==> src/rtl/fp_regfile_sb.sv <==
// FPU register file: 2 async read ports, 2 writeback lanes, per-register busy scoreboard.
// Optional write-to-read forwarding when RF_BYPASS_EN is defined (lane 1 has priority).
module fp_regfile_sb #(
  parameter int WIDTH     = 32,
  parameter int DEPTH     = 32,
  parameter int INIT_STEP = 100,
  localparam int AW       = $clog2(DEPTH)
) (
  input  logic             clk,
  input  logic             reset,
  input  logic [AW-1:0]    rd_addr_a,
  input  logic [AW-1:0]    rd_addr_b,
  output logic [WIDTH-1:0] rd_data_a,
  output logic [WIDTH-1:0] rd_data_b,
  output logic             rd_busy_a,
  output logic             rd_busy_b,
  input  logic             wr_en0,
  input  logic [AW-1:0]    wr_addr0,
  input  logic [WIDTH-1:0] wr_data0,
  input  logic             wr_en1,
  input  logic [AW-1:0]    wr_addr1,
  input  logic [WIDTH-1:0] wr_data1,
  input  logic             rsv_en,
  input  logic [AW-1:0]    rsv_addr,
  output logic             rsv_ok,
  output logic [DEPTH-1:0] busy_vec
);

  logic [WIDTH-1:0] regs [DEPTH];
  logic [DEPTH-1:0] busy;
  logic             rsv_clear_hit;

  // A reservation racing a same-cycle clear is refused so busy never sees set and clear together.
  assign rsv_clear_hit = (wr_en0 && (wr_addr0 == rsv_addr)) ||
                         (wr_en1 && (wr_addr1 == rsv_addr));
  assign rsv_ok        = rsv_en && !busy[rsv_addr] && !rsv_clear_hit;
  assign busy_vec      = busy;

  always_ff @(posedge clk) begin
    if (reset) begin
      for (int i = 0; i < DEPTH; i++) begin
        regs[i] <= WIDTH'(i * INIT_STEP);
      end
      busy <= '0;
    end else begin
      if (wr_en0) begin
        regs[wr_addr0] <= wr_data0;
        busy[wr_addr0] <= 1'b0;
      end
      if (wr_en1) begin
        regs[wr_addr1] <= wr_data1;
        busy[wr_addr1] <= 1'b0;
      end
      if (rsv_ok) begin
        busy[rsv_addr] <= 1'b1;
      end
    end
  end

  always_comb begin
    rd_data_a = regs[rd_addr_a];
    rd_busy_a = busy[rd_addr_a];
    rd_data_b = regs[rd_addr_b];
    rd_busy_b = busy[rd_addr_b];
`ifdef RF_BYPASS_EN
    if (wr_en0 && (wr_addr0 == rd_addr_a)) begin
      rd_data_a = wr_data0;
      rd_busy_a = 1'b0;
    end
    if (wr_en1 && (wr_addr1 == rd_addr_a)) begin
      rd_data_a = wr_data1;
      rd_busy_a = 1'b0;
    end
    if (wr_en0 && (wr_addr0 == rd_addr_b)) begin
      rd_data_b = wr_data0;
      rd_busy_b = 1'b0;
    end
    if (wr_en1 && (wr_addr1 == rd_addr_b)) begin
      rd_data_b = wr_data1;
      rd_busy_b = 1'b0;
    end
`endif
  end

endmodule

==> config.mk <==
export PLATFORM = sky130hd
export DESIGN_NAME = fp_regfile_sb
export DESIGN_NICKNAME = d
export VERILOG_FILES = /design/src/rtl/fp_regfile_sb.sv
export SDC_FILE = /design/constraint.sdc
export NUM_CORES = 2
export LEC_CHECK = 0
export CORE_MARGIN = 2
export CORE_UTILIZATION = 60
export DETAILED_ROUTE_END_ITERATION = 10
export PLACE_DENSITY = 0.78
export SLEW_MARGIN = 20
export SYNTH_ARGS = -nofsm -noshare
export SYNTH_HDL_FRONTEND = slang
export SYNTH_SLANG_ARGS = --single-unit
==> constraint.sdc <==
create_clock -name clk -period 3.7 [get_ports clk]
set_input_delay 0.555 -clock clk [delete_from_list [all_inputs] [get_ports clk]]
set_output_delay 0.555 -clock clk [all_outputs]
set_load 0.03 [all_outputs]
* Word level (Yosys, flattened, before mapping) *
Memories as Yosys holds them, arrays and structs flattened.
Index checks and enable logic that the tools add are counted.

word-level totals
  register bits after elaboration = 32
  bits in latches = 0
  bits in writable memories = 1024
  bits in read-only memories = 0
  input bits = 94
  output and inout port bits = 99
  logic and storage cells = 60
  memories = 1

memory list
  name  words  bits a word  read ports  clocked after Yosys merged registers in  write ports  RTL line  RTL
  regs  32     32           2           0                                        32           29        logic [WIDTH-1:0] regs [DEPTH];

operators by class
  add/subtract/negate cells = 0
  multipliers = 0
  div/mod/pow operators = 0
  $lt $le $gt $ge = 8
  equality and inequality tests = 2
  shift-type cells = 0
  muxes and demuxes = 31
  bitwise logic cells = 5
  reductions and logical operators = 12

operators by type and width
  operator                                                                              count
  32-bit two-way mux                                                                    7
  32-bit AND                                                                            2
  32-bit inverter                                                                       2
  32-bit OR reduction                                                                   2
  32-bit bitwise OR                                                                     1
  5-bit by 6-bit less-than comparator with 1-bit output (second input constant)         5
  1-bit two-way mux                                                                     16
  1-bit binary-select mux with 5-bit select                                             3
  1-bit demux with 5-bit select                                                         3
  5-bit by 1-bit greater-or-equal comparator with 1-bit output (second input constant)  3
  5-bit == test                                                                         2
  5-bit two-way mux                                                                     2
  1-bit logical AND                                                                     7
  1-bit logical NOT                                                                     2
  1-bit logical OR                                                                      1

* Logic depth before layout (Yosys ltp) *
  word-level depth = 13
  depth in mapped cells = 8
  mapped depth without buffers = 5

* Least setup slack after synthesis *
No wires, ideal clock.

  path type = input to output
  start point = input port rsv_addr[1]
  end point = output port rsv_ok
  arrival = 2.702 ns
  data required time = 3.145 ns
  path slack = 0.443 ns
  cell stages on the path = 7
  path buffers = 2
  path through = clkbuf_1 -> mux2_2 -> a22oi_1 -> a31o_2 -> nand4_1 -> clkbuf_1 -> a211oi_1

on the way
  cells in the longest elaborated chain, start to end = 5
  elaborated cells between the ends (all ways) = 11
  classes of those cells = eq/ne: 2; mux: 2; reduce/logical: 7

ends and longest elaborated chain
  item                                                                     RTL line  RTL
  from (decl)                                                              24        input logic [AW-1:0] rsv_addr,
  1-bit binary-select mux with 5-bit select, or another cell as far along  36        assign rsv_ok = rsv_en && !busy[rsv_addr] && !rsv_clear_hit;
  1-bit two-way mux (implied by the code), or another cell as far along    36
  1-bit logical NOT or 1-bit logical OR (tied branches)                    36, 34
  1-bit logical AND or 1-bit logical NOT (tied branches)                   36
  1-bit logical AND *                                                      36
  to (decl)                                                                25        output logic rsv_ok,

Mark *: on every way between the ends. The rest lies on a longest branch, timed or not. The select of a mux whose other input is x is not followed.

==> out/summary.log <==
INFO  hold_path      hold_start=busy_vec[13]$_SDFF_PP0_
INFO  floorplanning  boundaryPins=193
INFO  route          drt.antenna.violating_nets=0
INFO  timing         final.min_clock_period=3.67ns
INFO  floorplanning  fp.dieH=322µm
INFO  setup_path     reg2regPathDepth=6
INFO  yosys          netlist_area=0.0607mm²
INFO  global_routing grtUsageMet2=63.1%
INFO  yosys          synth.ff_latch_count=1056
INFO  clock_network  cts.reportedPaths.clkPinSlew=0.06ns
INFO  timing         final_min_period_over_clock_period=99.2%
INFO  power_and_ir_drop pwr_total=0.0303W
INFO  floorplanning  die-width=322µm
INFO  global_routing met1_usage=56.6%
INFO  global_routing initial_antenna_violation_count=21
INFO  yosys          mappedNetlistNets=3877
INFO  route          remaining_routing_drc_violations=0
INFO  setup_path     critical_path.max_fanout=2
INFO  yosys          yosysTopAreaCellShare=50.7%
INFO  place          routabilityCongestion=1.00
INFO  yosys          postSynthAreaPerCell=16.0µm²
INFO  floorplanning  placementRows=116
INFO  timing         report.final.hold_viol_count=0
INFO  power_and_ir_drop max-vdd-ir-drop=0.402mV
INFO  timing         fin_tns_setup=0ns
INFO  setup_path     regToRegStartpoint=busy_vec[17]$_SDFF_PP0_
INFO  global_routing grt_pass1_wl=330000µm
INFO  global_routing first_global_vias=45584
INFO  final_layout   final_nets=4016
INFO  timing         fmax=272MHz
INFO  route          detail_route.first_pass.iterations=9
INFO  yosys          synth_area_leader_cell=sky130_fd_sc_hd__edfxtp_1
INFO  timing         drv_slew=0
INFO  yosys          synthTopCellsByCount=1024 x sky130_fd_sc_hd__edfxtp_1, 875 x sky130_fd_sc_hd__a22o_1, 662 x sky130_fd_sc_hd__mux4_2
INFO  place          portBuffers=192
INFO  job            cap_violations=0
INFO  route          route.final.wire_length=239000µm
INFO  timing         final.setup_skew=0.0213ns
INFO  timing         hold_slack=0.558ns
INFO  global_routing overflow=0
INFO  clock_network  tritoncts=yes
INFO  place          placed_instance_area=0.0667mm²
INFO  setup_path     critPathLaunchType=flop
INFO  yosys          netlist_top_cells_area=sky130_fd_sc_hd__edfxtp_1 51%, sky130_fd_sc_hd__mux4_2 25%, sky130_fd_sc_hd__a22o_1 13%
INFO  yosys          yosys.cell_count.top_type=sky130_fd_sc_hd__edfxtp_1
INFO  yosys          synthesis_warnings=0
INFO  final_layout   postLayoutCoreUtil=70.1%
INFO  global_routing grt_max_degree=47
INFO  floorplanning  core_area=0.100mm²
INFO  power_and_ir_drop power_density=431mW/mm²
INFO  yosys          dominantRegCellSynth=sky130_fd_sc_hd__edfxtp_1
INFO  clock_network  clockBufferDepth=3
INFO  global_routing global_route.peak_usage_layer=met2
INFO  global_routing use_met3=24.1%
INFO  timing         worst_slew_pin_slew=1.22ns
INFO  route          post_drt_wl_per_cell=44.9µm
INFO  setup_path     critPathKind=flop to output pin
INFO  yosys          post_synth_cell_types=47
INFO  route          vias_per_cell=8.76
INFO  clock_network  numCtsBuffers=109
INFO  setup_path     timing.critical_path.required=3.14ns
INFO  yosys          seq_area_frac_synth=51.8%
INFO  outcome        outcome=finished, final reports clean
INFO  timing         unrepaired_setup_endpoints_after_global_routing=false
INFO  floorplanning  initial_core_util=60.6%
INFO  setup_path     critPathCaptureType=output pin
INFO  route          drt_iter0_markers=10364
INFO  clock_network  clkLatencyLatePin=0.73ns
INFO  hold_path      hold_path_depth=2
INFO  final_layout   finalInstanceArea=0.0702mm²
INFO  clock_network  cts-hold-fix-buffers=0
INFO  power_and_ir_drop leakage=23.2nW
INFO  route          detailroute.via_count=46643
INFO  clock_network  clock_tree.htree_level_count=3
INFO  setup_path     critPathArrivalTime=3.11ns
INFO  setup_path     worst_r2r_endpoint=busy_vec[27]$_SDFF_PP0_
INFO  yosys          synth_enable_flop_cells=1024
INFO  timing         slew-limit-headroom=18.5%
INFO  final_layout   post_route_cells_drive_above_1_share=36.4%
INFO  yosys          syn_inst=3783
INFO  clock_network  clock-root-buffer=sky130_fd_sc_hd__clkbuf_16
INFO  place          dp.final_hpwl=147000µm
INFO  setup_path     reg2reg_setup_slack=1.66ns
INFO  floorplanning  die-area=0.104mm²
INFO  global_routing grt_util_all_layers=46.0%
INFO  clock_network  clkSinkCount=1056
INFO  timing         setup_viol_count_final=0
INFO  yosys          async_reset_ff_share=0%
INFO  hold_path      hold_class=flop to flop
INFO  final_layout   layout-area-overhead-vs-synth=15.7%
INFO  hold_path      end_point_of_the_most_critical_hold_path=busy_vec[13]$_SDFF_PP0_
[repair_timing]
action | 4_1_cts | 5_1_grt
setup buffers | 0 | 0
gates resized for setup | 0 | 1
setup endpoints to repair | 0 | 1
[critical path, stage by stage (launching register included)]
cell	delay (ns)
sky130_fd_sc_hd__edfxtp_1	0.41
sky130_fd_sc_hd__mux4_2	0.50
sky130_fd_sc_hd__mux4_2	0.57
sky130_fd_sc_hd__mux2_2	0.32
sky130_fd_sc_hd__clkdlybuf4s50_1	0.60
[state kept, by name, summed over array words and instances (netlist names)]
register / cells
regs: 1024
busy_vec: 32
[logic make-up (layout without fill, tap and decap cells)]
family	count (synthesis)	in the layout	synth area share, %
buf+inv	583	812	3.88
compound gates	1069	1069	15.3
other cells	0	17	0
simple gates	328	328	2.92
mux	737	737	26.0
flops	1056	1056	51.8
xor+xnor	10	10	0.144
[placed cells by master, fill, tap and decap left out, types with 22 or more instances in the layout]
master,instances
sky130_fd_sc_hd__mux2_2,70
sky130_fd_sc_hd__nand2_1,68
sky130_fd_sc_hd__nor3_4,22
sky130_fd_sc_hd__inv_1,24
sky130_fd_sc_hd__buf_12,124
sky130_fd_sc_hd__or3_1,35
sky130_fd_sc_hd__o22a_1,150
sky130_fd_sc_hd__nor2_4,31
sky130_fd_sc_hd__a22o_1,875
sky130_fd_sc_hd__mux4_2,662
sky130_fd_sc_hd__nor2_1,74
sky130_fd_sc_hd__clkinv_1,24
sky130_fd_sc_hd__dfxtp_1,32
sky130_fd_sc_hd__edfxtp_1,1024
sky130_fd_sc_hd__buf_4,329
sky130_fd_sc_hd__or3_2,24
sky130_fd_sc_hd__clkdlybuf4s50_1,116
sky130_fd_sc_hd__clkbuf_16,110
[how the worst max path moves through the flow]
stage / slack, ns / start / to
after floorplan: 0.44 / rsv_addr[1] / rsv_ok
after global placement: 0.13 / rsv_addr[1] / rsv_ok
after detailed placement: 0.17 / rsv_addr[1] / rsv_ok
after CTS: 0.05 / regs[7][29]$_DFFE_PP_ / rd_data_a[29]
after global routing: 0.02 / regs[11][29]$_DFFE_PP_ / rd_data_b[29]
final: 0.03 / regs[7][29]$_DFFE_PP_ / rd_data_a[29]
[layout make-up]
| type | count | area, µm² |
|---|---|---|
| Antenna cell | 17 | 42.5 |
| Clock buffer | 133 | 2860 |
| Clock inverter | 68 | 587 |
| Fill cell | 6191 | 30000 |
| Inverter | 32 | 120 |
| Multi-Input combinational cell | 2144 | 27300 |
| Sequential cell | 1056 | 31400 |
| Tap cell | 1298 | 1620 |
| Timing Repair Buffer | 579 | 6250 |
[through the flow]
step                      instances  setup slack, ns
after floorplan                3783            0.443
after global placement         5108            0.127
after detailed placement       5108            0.173
after CTS                      5309           0.0544
after global routing           5314           0.0171
final                          5327           0.0303
[routing by layer]
| metal | part of all wire (%) | vias up | wire length, µm |
|---|---|---|---|
| li1 | - | 16666 | - |
| met1 | 29 | 22794 | 70300 |
| met2 | 41 | 5785 | 98600 |
| met3 | 21 | 1374 | 50300 |
| met4 | 8.2 | 24 | 19500 |
| met5 | 0.16 | - | 381 |
[where the power goes]
part / switching, W / leakage (nW) / internal [W]
combinational: 0.00292 / 11.3 / 0.00215
sequential: 0.000421 / 10.1 / 0.0139
clock: 0.00491 / 1.69 / 0.00600
total: 0.00825 / 23.2 / 0.0220
No activity file was read; power rests on OpenSTA's default activity.
